<file path="config.mk">
export PLATFORM = sky130hd
export DESIGN_NAME = usb_rx_decode
export DESIGN_NICKNAME = d
export VERILOG_FILES = /design/src/rtl/usb_rx_pkg.sv /design/src/rtl/usb_rx_decode_crc16.sv /design/src/rtl/usb_rx_decode.sv
export SDC_FILE = /design/constraint.sdc
export NUM_CORES = 1
export LEC_CHECK = 0
export ABC_AREA = 1
export ABC_CLOCK_PERIOD_IN_PS = 4200
export BUFFER_PORTS_ARGS = -buffer_cell sky130_fd_sc_hd__buf_2
export CELL_PAD_IN_SITES_DETAIL_PLACEMENT = 1
export CELL_PAD_IN_SITES_GLOBAL_PLACEMENT = 2
export CORE_UTILIZATION = 34
export DETAILED_ROUTE_END_ITERATION = 12
export PLACE_DENSITY_LB_ADDON = 0.1
export SYNTH_ARGS = -nofsm -noshare
export SYNTH_HDL_FRONTEND = slang
export SYNTH_SLANG_ARGS = --single-unit
</file>
<file path="constraint.sdc">
create_clock -name clock -period 4.2 [get_ports clock]
set_input_delay 0.84 -clock clock [delete_from_list [all_inputs] [get_ports clock]]
set_output_delay 0.84 -clock clock [all_outputs]
set_load 0.1 [all_outputs]
</file>
<file path="src/rtl/usb_rx_pkg.sv">
// ---------------------------------------------------------------------------
// usb_rx_pkg
// Shared constants and types for the full-speed USB receive decode chain:
// PID values, SYNC line pattern, CRC16 parameters, line-state and FSM enums.
// ---------------------------------------------------------------------------
package usb_rx_pkg;

    // Packet identifiers (as received, LSB first)
    localparam logic [7:0] PID_ACK   = 8'hD2;
    localparam logic [7:0] PID_NAK   = 8'h5A;
    localparam logic [7:0] PID_DATA0 = 8'hC3;

    // Line state encoding is {DP, DM}
    typedef enum logic [1:0] {
        LS_SE0 = 2'b00,
        LS_K   = 2'b01,
        LS_J   = 2'b10,
        LS_SE1 = 2'b11
    } line_t;

    // K J K J K J K K, oldest sample in the top two bits
    localparam logic [15:0] SYNC_PATTERN = 16'b01_10_01_10_01_10_01_01;

    // Serial CRC16, bit stream fed in arrival order
    localparam logic [15:0] CRC16_POLY    = 16'h8005;
    localparam logic [15:0] CRC16_INIT    = 16'hFFFF;
    localparam logic [15:0] CRC16_RESIDUE = 16'h800D;

    // Unstuffed bit counts, PID included
    localparam logic [7:0] LEN_PID         = 8'd8;
    localparam logic [7:0] LEN_PAYLOAD_END = 8'd72;
    localparam logic [7:0] LEN_DATA0       = 8'd88;

    typedef enum logic [2:0] {
        ST_IDLE      = 3'd0,
        ST_SYNC_HUNT = 3'd1,
        ST_RECEIVE   = 3'd2,
        ST_EOP1      = 3'd3,
        ST_EOP2      = 3'd4
    } rx_state_t;

    // Upper nibble of a PID is the complement of the lower nibble
    function automatic logic pid_check_ok(input logic [7:0] pid);
        return pid[7:4] == ~pid[3:0];
    endfunction

endpackage

</file>
<file path="src/rtl/usb_rx_decode_crc16.sv">
// ---------------------------------------------------------------------------
// crc16_check
// Serial CRC16 register with residue compare.
//   clock, reset_n : bit clock, async active-low reset
//   clear          : reload the register with the initial value
//   in_bit         : next data bit (arrival order)
//   enable         : in_bit is valid this cycle
//   ok             : register currently holds the good-packet residue
// ---------------------------------------------------------------------------
module crc16_check
    import usb_rx_pkg::*;
(
    input  logic clock,
    input  logic reset_n,
    input  logic clear,
    input  logic in_bit,
    input  logic enable,
    output logic ok
);

    logic [15:0] crc_q;
    logic [15:0] crc_d;
    logic        feedback;

    always_comb begin
        crc_d    = crc_q;
        feedback = crc_q[15] ^ in_bit;
        if (clear) begin
            crc_d = CRC16_INIT;
        end else if (enable) begin
            crc_d = {crc_q[14:0], 1'b0} ^ (feedback ? CRC16_POLY : 16'h0000);
        end
    end

    always_ff @(posedge clock or negedge reset_n) begin
        if (!reset_n) begin
            crc_q <= CRC16_INIT;
        end else begin
            crc_q <= crc_d;
        end
    end

    assign ok = (crc_q == CRC16_RESIDUE);

endmodule

</file>
<file path="src/rtl/usb_rx_decode.sv">
// ---------------------------------------------------------------------------
// usb_rx_decode
// Full-speed USB receive decode: SYNC hunt, NRZI decode, bit unstuffing,
// PID check, CRC16 check and packet classification (ACK, NAK, DATA0).
//   clock, reset_n : bit-rate clock, async active-low reset
//   DP_in, DM_in   : line pair, X/Z read as 0
//   host_sending   : host owns the bus; receiver held idle
//   out_bit        : unstuffed post-PID bit, valid with crc_sending
//   crc_sending    : out_bit valid (3 cycles after the carrying sample)
//   ACK_rec, NAK_rec, DATA0_rec, rx_error : one-cycle result pulses
//   crc_valid      : last data packet had a good CRC (held)
//   data0          : last good DATA0 payload, first bit at [0] (held)
// ---------------------------------------------------------------------------
module usb_rx_decode
    import usb_rx_pkg::*;
(
    input  logic        clock,
    input  logic        reset_n,
    input  logic        DP_in,
    input  logic        DM_in,
    input  logic        host_sending,
    output logic        out_bit,
    output logic        crc_sending,
    output logic        ACK_rec,
    output logic        NAK_rec,
    output logic        DATA0_rec,
    output logic        crc_valid,
    output logic [63:0] data0,
    output logic        rx_error
);

    logic        dp_s;
    logic        dm_s;
    line_t       line_s;

    rx_state_t   state_q,     state_d;
    logic [15:0] hist_q,      hist_d;
    line_t       prev_q,      prev_d;
    logic [2:0]  ones_q,      ones_d;
    logic [7:0]  cnt_q,       cnt_d;
    logic [7:0]  pid_q,       pid_d;
    logic [63:0] shift_q,     shift_d;
    logic [2:0]  pipe_v_q,    pipe_v_d;
    logic [2:0]  pipe_b_q,    pipe_b_d;
    logic        out_bit_q,   out_bit_d;
    logic        crc_send_q,  crc_send_d;
    logic        ack_q,       ack_d;
    logic        nak_q,       nak_d;
    logic        d0_rec_q,    d0_rec_d;
    logic        rx_error_q,  rx_error_d;
    logic        crc_valid_q, crc_valid_d;
    logic [63:0] data0_q,     data0_d;

    logic [15:0] hist_shift;
    logic        nrzi_bit;
    logic [7:0]  pid_next;
    logic        err;
    logic        crc_clear;
    logic        crc_en;
    logic        crc_ok;

    // Undriven or unknown line pins must never look like a J or K
    assign dp_s   = (DP_in === 1'b1);
    assign dm_s   = (DM_in === 1'b1);
    assign line_s = line_t'({dp_s, dm_s});

    assign hist_shift = {hist_q[13:0], line_s};
    assign nrzi_bit   = (line_s == prev_q);
    assign pid_next   = {nrzi_bit, pid_q[7:1]};

    crc16_check u_crc16 (
        .clock   (clock),
        .reset_n (reset_n),
        .clear   (crc_clear),
        .in_bit  (nrzi_bit),
        .enable  (crc_en),
        .ok      (crc_ok)
    );

    always_comb begin
        state_d     = state_q;
        hist_d      = hist_q;
        prev_d      = prev_q;
        ones_d      = ones_q;
        cnt_d       = cnt_q;
        pid_d       = pid_q;
        shift_d     = shift_q;
        crc_valid_d = crc_valid_q;
        data0_d     = data0_q;
        ack_d       = 1'b0;
        nak_d       = 1'b0;
        d0_rec_d    = 1'b0;
        err         = 1'b0;
        crc_clear   = 1'b0;
        crc_en      = 1'b0;

        // Output delay line: a bit enters stage 0 on its sample edge
        pipe_v_d   = {pipe_v_q[1:0], 1'b0};
        pipe_b_d   = {pipe_b_q[1:0], 1'b0};
        crc_send_d = pipe_v_q[2];
        out_bit_d  = pipe_b_q[2];

        case (state_q)
            ST_IDLE: begin
                hist_d  = hist_shift;
                state_d = ST_SYNC_HUNT;
            end

            ST_SYNC_HUNT: begin
                hist_d = hist_shift;
                if (hist_shift == SYNC_PATTERN) begin
                    state_d     = ST_RECEIVE;
                    hist_d      = '0;
                    prev_d      = LS_K;
                    ones_d      = 3'd0;
                    cnt_d       = 8'd0;
                    crc_valid_d = 1'b0;
                    crc_clear   = 1'b1;
                end
            end

            ST_RECEIVE: begin
                case (line_s)
                    LS_SE1: err = 1'b1;
                    LS_SE0: begin
                        if (cnt_q[2:0] != 3'd0) begin
                            err = 1'b1;
                        end else begin
                            state_d = ST_EOP1;
                        end
                    end
                    default: begin
                        prev_d = line_s;
                        if (ones_q == 3'd6) begin
                            // Stuffed position: must be a 0, and is dropped
                            if (nrzi_bit) begin
                                err = 1'b1;
                            end else begin
                                ones_d = 3'd0;
                            end
                        end else begin
                            ones_d = nrzi_bit ? ones_q + 3'd1 : 3'd0;
                            cnt_d  = (cnt_q == 8'hFF) ? cnt_q : cnt_q + 8'd1;
                            if (cnt_q < LEN_PID) begin
                                pid_d = pid_next;
                                if ((cnt_q == LEN_PID - 8'd1) && !pid_check_ok(pid_next)) begin
                                    err = 1'b1;
                                end
                            end else begin
                                crc_en      = 1'b1;
                                pipe_v_d[0] = 1'b1;
                                pipe_b_d[0] = nrzi_bit;
                                if (cnt_q < LEN_PAYLOAD_END) begin
                                    shift_d = {nrzi_bit, shift_q[63:1]};
                                end
                            end
                        end
                    end
                endcase
            end

            ST_EOP1: begin
                if (line_s == LS_SE0) begin
                    state_d = ST_EOP2;
                end else begin
                    err = 1'b1;
                end
            end

            ST_EOP2: begin
                if (line_s == LS_J) begin
                    state_d = ST_IDLE;
                    case (pid_q)
                        PID_ACK: begin
                            if (cnt_q == LEN_PID) ack_d = 1'b1;
                            else                  err   = 1'b1;
                        end
                        PID_NAK: begin
                            if (cnt_q == LEN_PID) nak_d = 1'b1;
                            else                  err   = 1'b1;
                        end
                        PID_DATA0: begin
                            if ((cnt_q == LEN_DATA0) && crc_ok) begin
                                crc_valid_d = 1'b1;
                                d0_rec_d    = 1'b1;
                                data0_d     = shift_q;
                            end else begin
                                crc_valid_d = 1'b0;
                                err         = 1'b1;
                            end
                        end
                        default: err = 1'b1;
                    endcase
                end else begin
                    err = 1'b1;
                end
            end

            default: state_d = ST_IDLE;
        endcase

        if (err) begin
            state_d = ST_IDLE;
        end
        rx_error_d = err;

        // Host owns the bus: drop any packet in flight, keep held results
        if (host_sending) begin
            state_d     = ST_IDLE;
            hist_d      = '0;
            ack_d       = 1'b0;
            nak_d       = 1'b0;
            d0_rec_d    = 1'b0;
            rx_error_d  = 1'b0;
            crc_valid_d = crc_valid_q;
            data0_d     = data0_q;
            pipe_v_d[0] = 1'b0;
            pipe_b_d[0] = 1'b0;
            crc_en      = 1'b0;
            crc_clear   = 1'b0;
        end
    end

    always_ff @(posedge clock or negedge reset_n) begin
        if (!reset_n) begin
            state_q     <= ST_IDLE;
            hist_q      <= '0;
            prev_q      <= LS_SE0;
            ones_q      <= '0;
            cnt_q       <= '0;
            pid_q       <= '0;
            shift_q     <= '0;
            pipe_v_q    <= '0;
            pipe_b_q    <= '0;
            out_bit_q   <= 1'b0;
            crc_send_q  <= 1'b0;
            ack_q       <= 1'b0;
            nak_q       <= 1'b0;
            d0_rec_q    <= 1'b0;
            rx_error_q  <= 1'b0;
            crc_valid_q <= 1'b0;
            data0_q     <= '0;
        end else begin
            state_q     <= state_d;
            hist_q      <= hist_d;
            prev_q      <= prev_d;
            ones_q      <= ones_d;
            cnt_q       <= cnt_d;
            pid_q       <= pid_d;
            shift_q     <= shift_d;
            pipe_v_q    <= pipe_v_d;
            pipe_b_q    <= pipe_b_d;
            out_bit_q   <= out_bit_d;
            crc_send_q  <= crc_send_d;
            ack_q       <= ack_d;
            nak_q       <= nak_d;
            d0_rec_q    <= d0_rec_d;
            rx_error_q  <= rx_error_d;
            crc_valid_q <= crc_valid_d;
            data0_q     <= data0_d;
        end
    end

    assign out_bit     = out_bit_q;
    assign crc_sending = crc_send_q;
    assign ACK_rec     = ack_q;
    assign NAK_rec     = nak_q;
    assign DATA0_rec   = d0_rec_q;
    assign rx_error    = rx_error_q;
    assign crc_valid   = crc_valid_q;
    assign data0       = data0_q;

endmodule

</file>
==> results.cfg <==
[sta]
slew_headroom_pct = 35.83
hold_viol = 0
setup_viol = 0
fmax_ghz = 0.3538
final_max_slew_viol_count = 0
period_share_pct = 67.29
layout_min_cycle_time_ps = 2826
skew_ps = 12.88
tns_ps = 0
rsz0062_at_grt = false
worstMarginPinSlew_ps = 962.5
hold_slack_ps = 352.6

[die]
die_y_um = 155.2
io_pins = 76
row_count = 55
initial_core_util_pct = 34.95
dieArea_um2 = 24100
core_um2 = 22850
die_w_um = 155.2

[drt]
dr.pass1.iters = 4
detail-route-antenna-nets = 0
vias_per_cell = 4.697
post-route-drc-count = 0
routed_wirelength_um = 17010
drt_iter0_drc = 274
vias = 5416
wire_per_inst_um = 14.75

[status]
status = complete, no violations

[cts]
postCtsHoldBufs = 0
htreeDepth = 4
clk_latency_ps = 430
cts.clk_slew.worst_paths_ps = 80
cts_tree = yes
cts_buffers = 17
cts_resized = 0
clock_sinks = 195
postCtsSetupRepairBufs = 0
cts-root-buf = clkbuf_16
clock_path_buffers = 2

[yosys]
synth_area_um2 = 7984
seq_area_frac_synth_pct = 61.37
synth_warnings = 0
synth_fp_nets = 768
ys_ff_latch = 195
avgSynthCellArea_um2 = 10.57
netlist_instances = 755
synth_cell_type_count = 32

[global_routing]
gr-total-overflow = 0
grt_max_degree = 114
antenna_found_initial = 0
grt_pass1_vias = 5730
grt_usage_pct = 15.24
grt_pass1_wl_um = 29280

[setup_path]
critPathRequiredTime_ps = 4510
timing.rr.end = shift_q[58]
path_max_fanout = 65
rrSetupSlack_ps = 1600
critPathCaptureType = flop
critPathLaunchType = input pin
arrival_ps = 3130
crit_type = input pin to flop
reg2reg_depth = 9
timing.rr.start = ones_q[0]

[final_layout]
final-instance-count-excl-fill = 1153
stdcell_area_um2 = 9263
area_growth_pct = 16.02
nFillCells = 2598
drive_above_1_share_pct = 22.50
final_nets = 840
diodes = 0

[power_and_ir_drop]
p_leak_nw = 4.795
vdd_ir_drop_max_mv = 0.2222
p_per_area_nw_per_um2 = 562.7
power.total_mw = 5.212

[hold_path]
worstHoldStart = pipe_v_q[0]
hold_path_end = pipe_v_q[1]
holdPathStages = 0
hold_class = flop to flop

[flow_run]
max-cap-violations = 0

[placement]
dp_cells = 1121
port_buffers = 75
gp_congestion = 0.8181
postPlaceCellArea_um2 = 8676
dp_hpwl_um = 11540
-- layout by cell type, fill, tap and decap left out, types with 13 or more instances in the layout --
master / count
dfrtp_1: 179
nand2_1: 114
inv_1: 93
buf_2: 74
nor2_1: 72
o21ai_0: 53
mux2_2: 51
a21oi_1: 43
nand3_1: 19
clkbuf_16: 17
dfstp_2: 16
o22ai_1: 14
mux2_1: 13
-- worst max path at each step --
| stage | from | end | depth (start not counted) |
|---|---|---|---|
| 2_1_floorplan | DP_in | shift_q[0] | 7 |
| 3_3_place_gp | DP_in | shift_q[56] | 9 |
| 3_5_place_dp | DP_in | shift_q[46] | 9 |
| 4_1_cts | DP_in | shift_q[63] | 9 |
| 5_1_grt | DP_in | shift_q[56] | 9 |
| 6_report | DP_in | shift_q[58] | 9 |
-- per-stage QoR --
step | util, % | setup WS (ps)
after global placement | 37.97 | 964.0
after global routing | 40.54 | 1068
after floorplan | - | 1854
after CTS | 40.54 | 1374
final | 40.54 | 1374
after detailed placement | 37.97 | 896.7
-- state kept, by name, indices dropped and copies added (netlist names) --
register and flops:
ones_q 3, hist_q 14, prev_q 2, ACK_rec 1, NAK_rec 1, pid_q 8
state_q 3, DATA0_rec 1, rx_error 1, out_bit 1, pipe_b_q 3, shift_q 64
u_crc16.crc_q 16, crc_valid 1, crc_sending 1, cnt_q 8, pipe_v_q 3, data0 64
-- cells in the mapped netlist, drive strengths merged --
| cell type | number | area share [%] |
|---|---|---|
| a211oi | 1 | 0.094 |
| a21oi | 43 | 2.7 |
| a22oi | 3 | 0.28 |
| buf | 12 | 1.4 |
| clkbuf | 14 | 0.66 |
| dfrtp | 179 | 56 |
| dfstp | 16 | 5.3 |
| ha | 8 | 1.3 |
| inv | 94 | 4.4 |
| mux2 | 65 | 9.2 |
| nand2 | 116 | 5.5 |
| nand3 | 21 | 1.4 |
| nand4 | 12 | 1.0 |
| nor2 | 75 | 3.6 |
| nor3 | 13 | 0.96 |
| o2111ai | 1 | 0.11 |
| o211ai | 8 | 0.75 |
| o21ai | 53 | 3.3 |
| o221ai | 2 | 0.22 |
| o22ai | 14 | 1.1 |
| xnor2 | 2 | 0.22 |
| xor2 | 3 | 0.33 |
-- per-layer routing --
| metal | track usage (%) | routed length [um] | vias to the layer above |
|---|---|---|---|
| met5 | 0 | 0 | - |
| met4 | 4.902 | 218 | 0 |
| met3 | 2.591 | 380 | 16 |
| met2 | 25.31 | 8215 | 56 |
| met1 | 20.29 | 8196 | 2729 |
| li1 | - | - | 2615 |
-- final cells by class --
type | instances | area [um2] | area share, %
Sequential cell | 195 | 4900 | 52.90
Multi-Input combinational cell | 440 | 2580 | 27.85
Timing Repair Buffer | 79 | 451.7 | 4.876
Clock buffer | 17 | 425.4 | 4.593
Tap cell | 313 | 391.6 | 4.228
Inverter | 94 | 352.8 | 3.809
Clock inverter | 15 | 161.4 | 1.743
-- report_power, final --
group	total [mW]	internal [mW]	switching, mW
registers	2.65	2.35	0.294
clock network	1.60	0.801	0.802
logic	0.961	0.328	0.633
total	5.21	3.48	1.73
-- critical path: stages --
cell     delay [ps]
buf_2           120
inv_1           100
ha_1            320
inv_1            80
nor3_4          300
nand4_4         680
buf_12          470
nor2_1          120
a21oi_1          50
-- logic make-up after synthesis --
kind of cell             share of synthesized area, %
AND/OR/NAND/NOR                                 12.52
flip-flops                                      61.37
AO/OA/AOI/OAI                                   8.572
buffers and inverters                           6.519
multiplexers                                    9.215
adder cells (fa/ha/maj)                         1.254
XOR/XNOR                                       0.5486
Note: power is estimated with default switching activity, not from simulation.
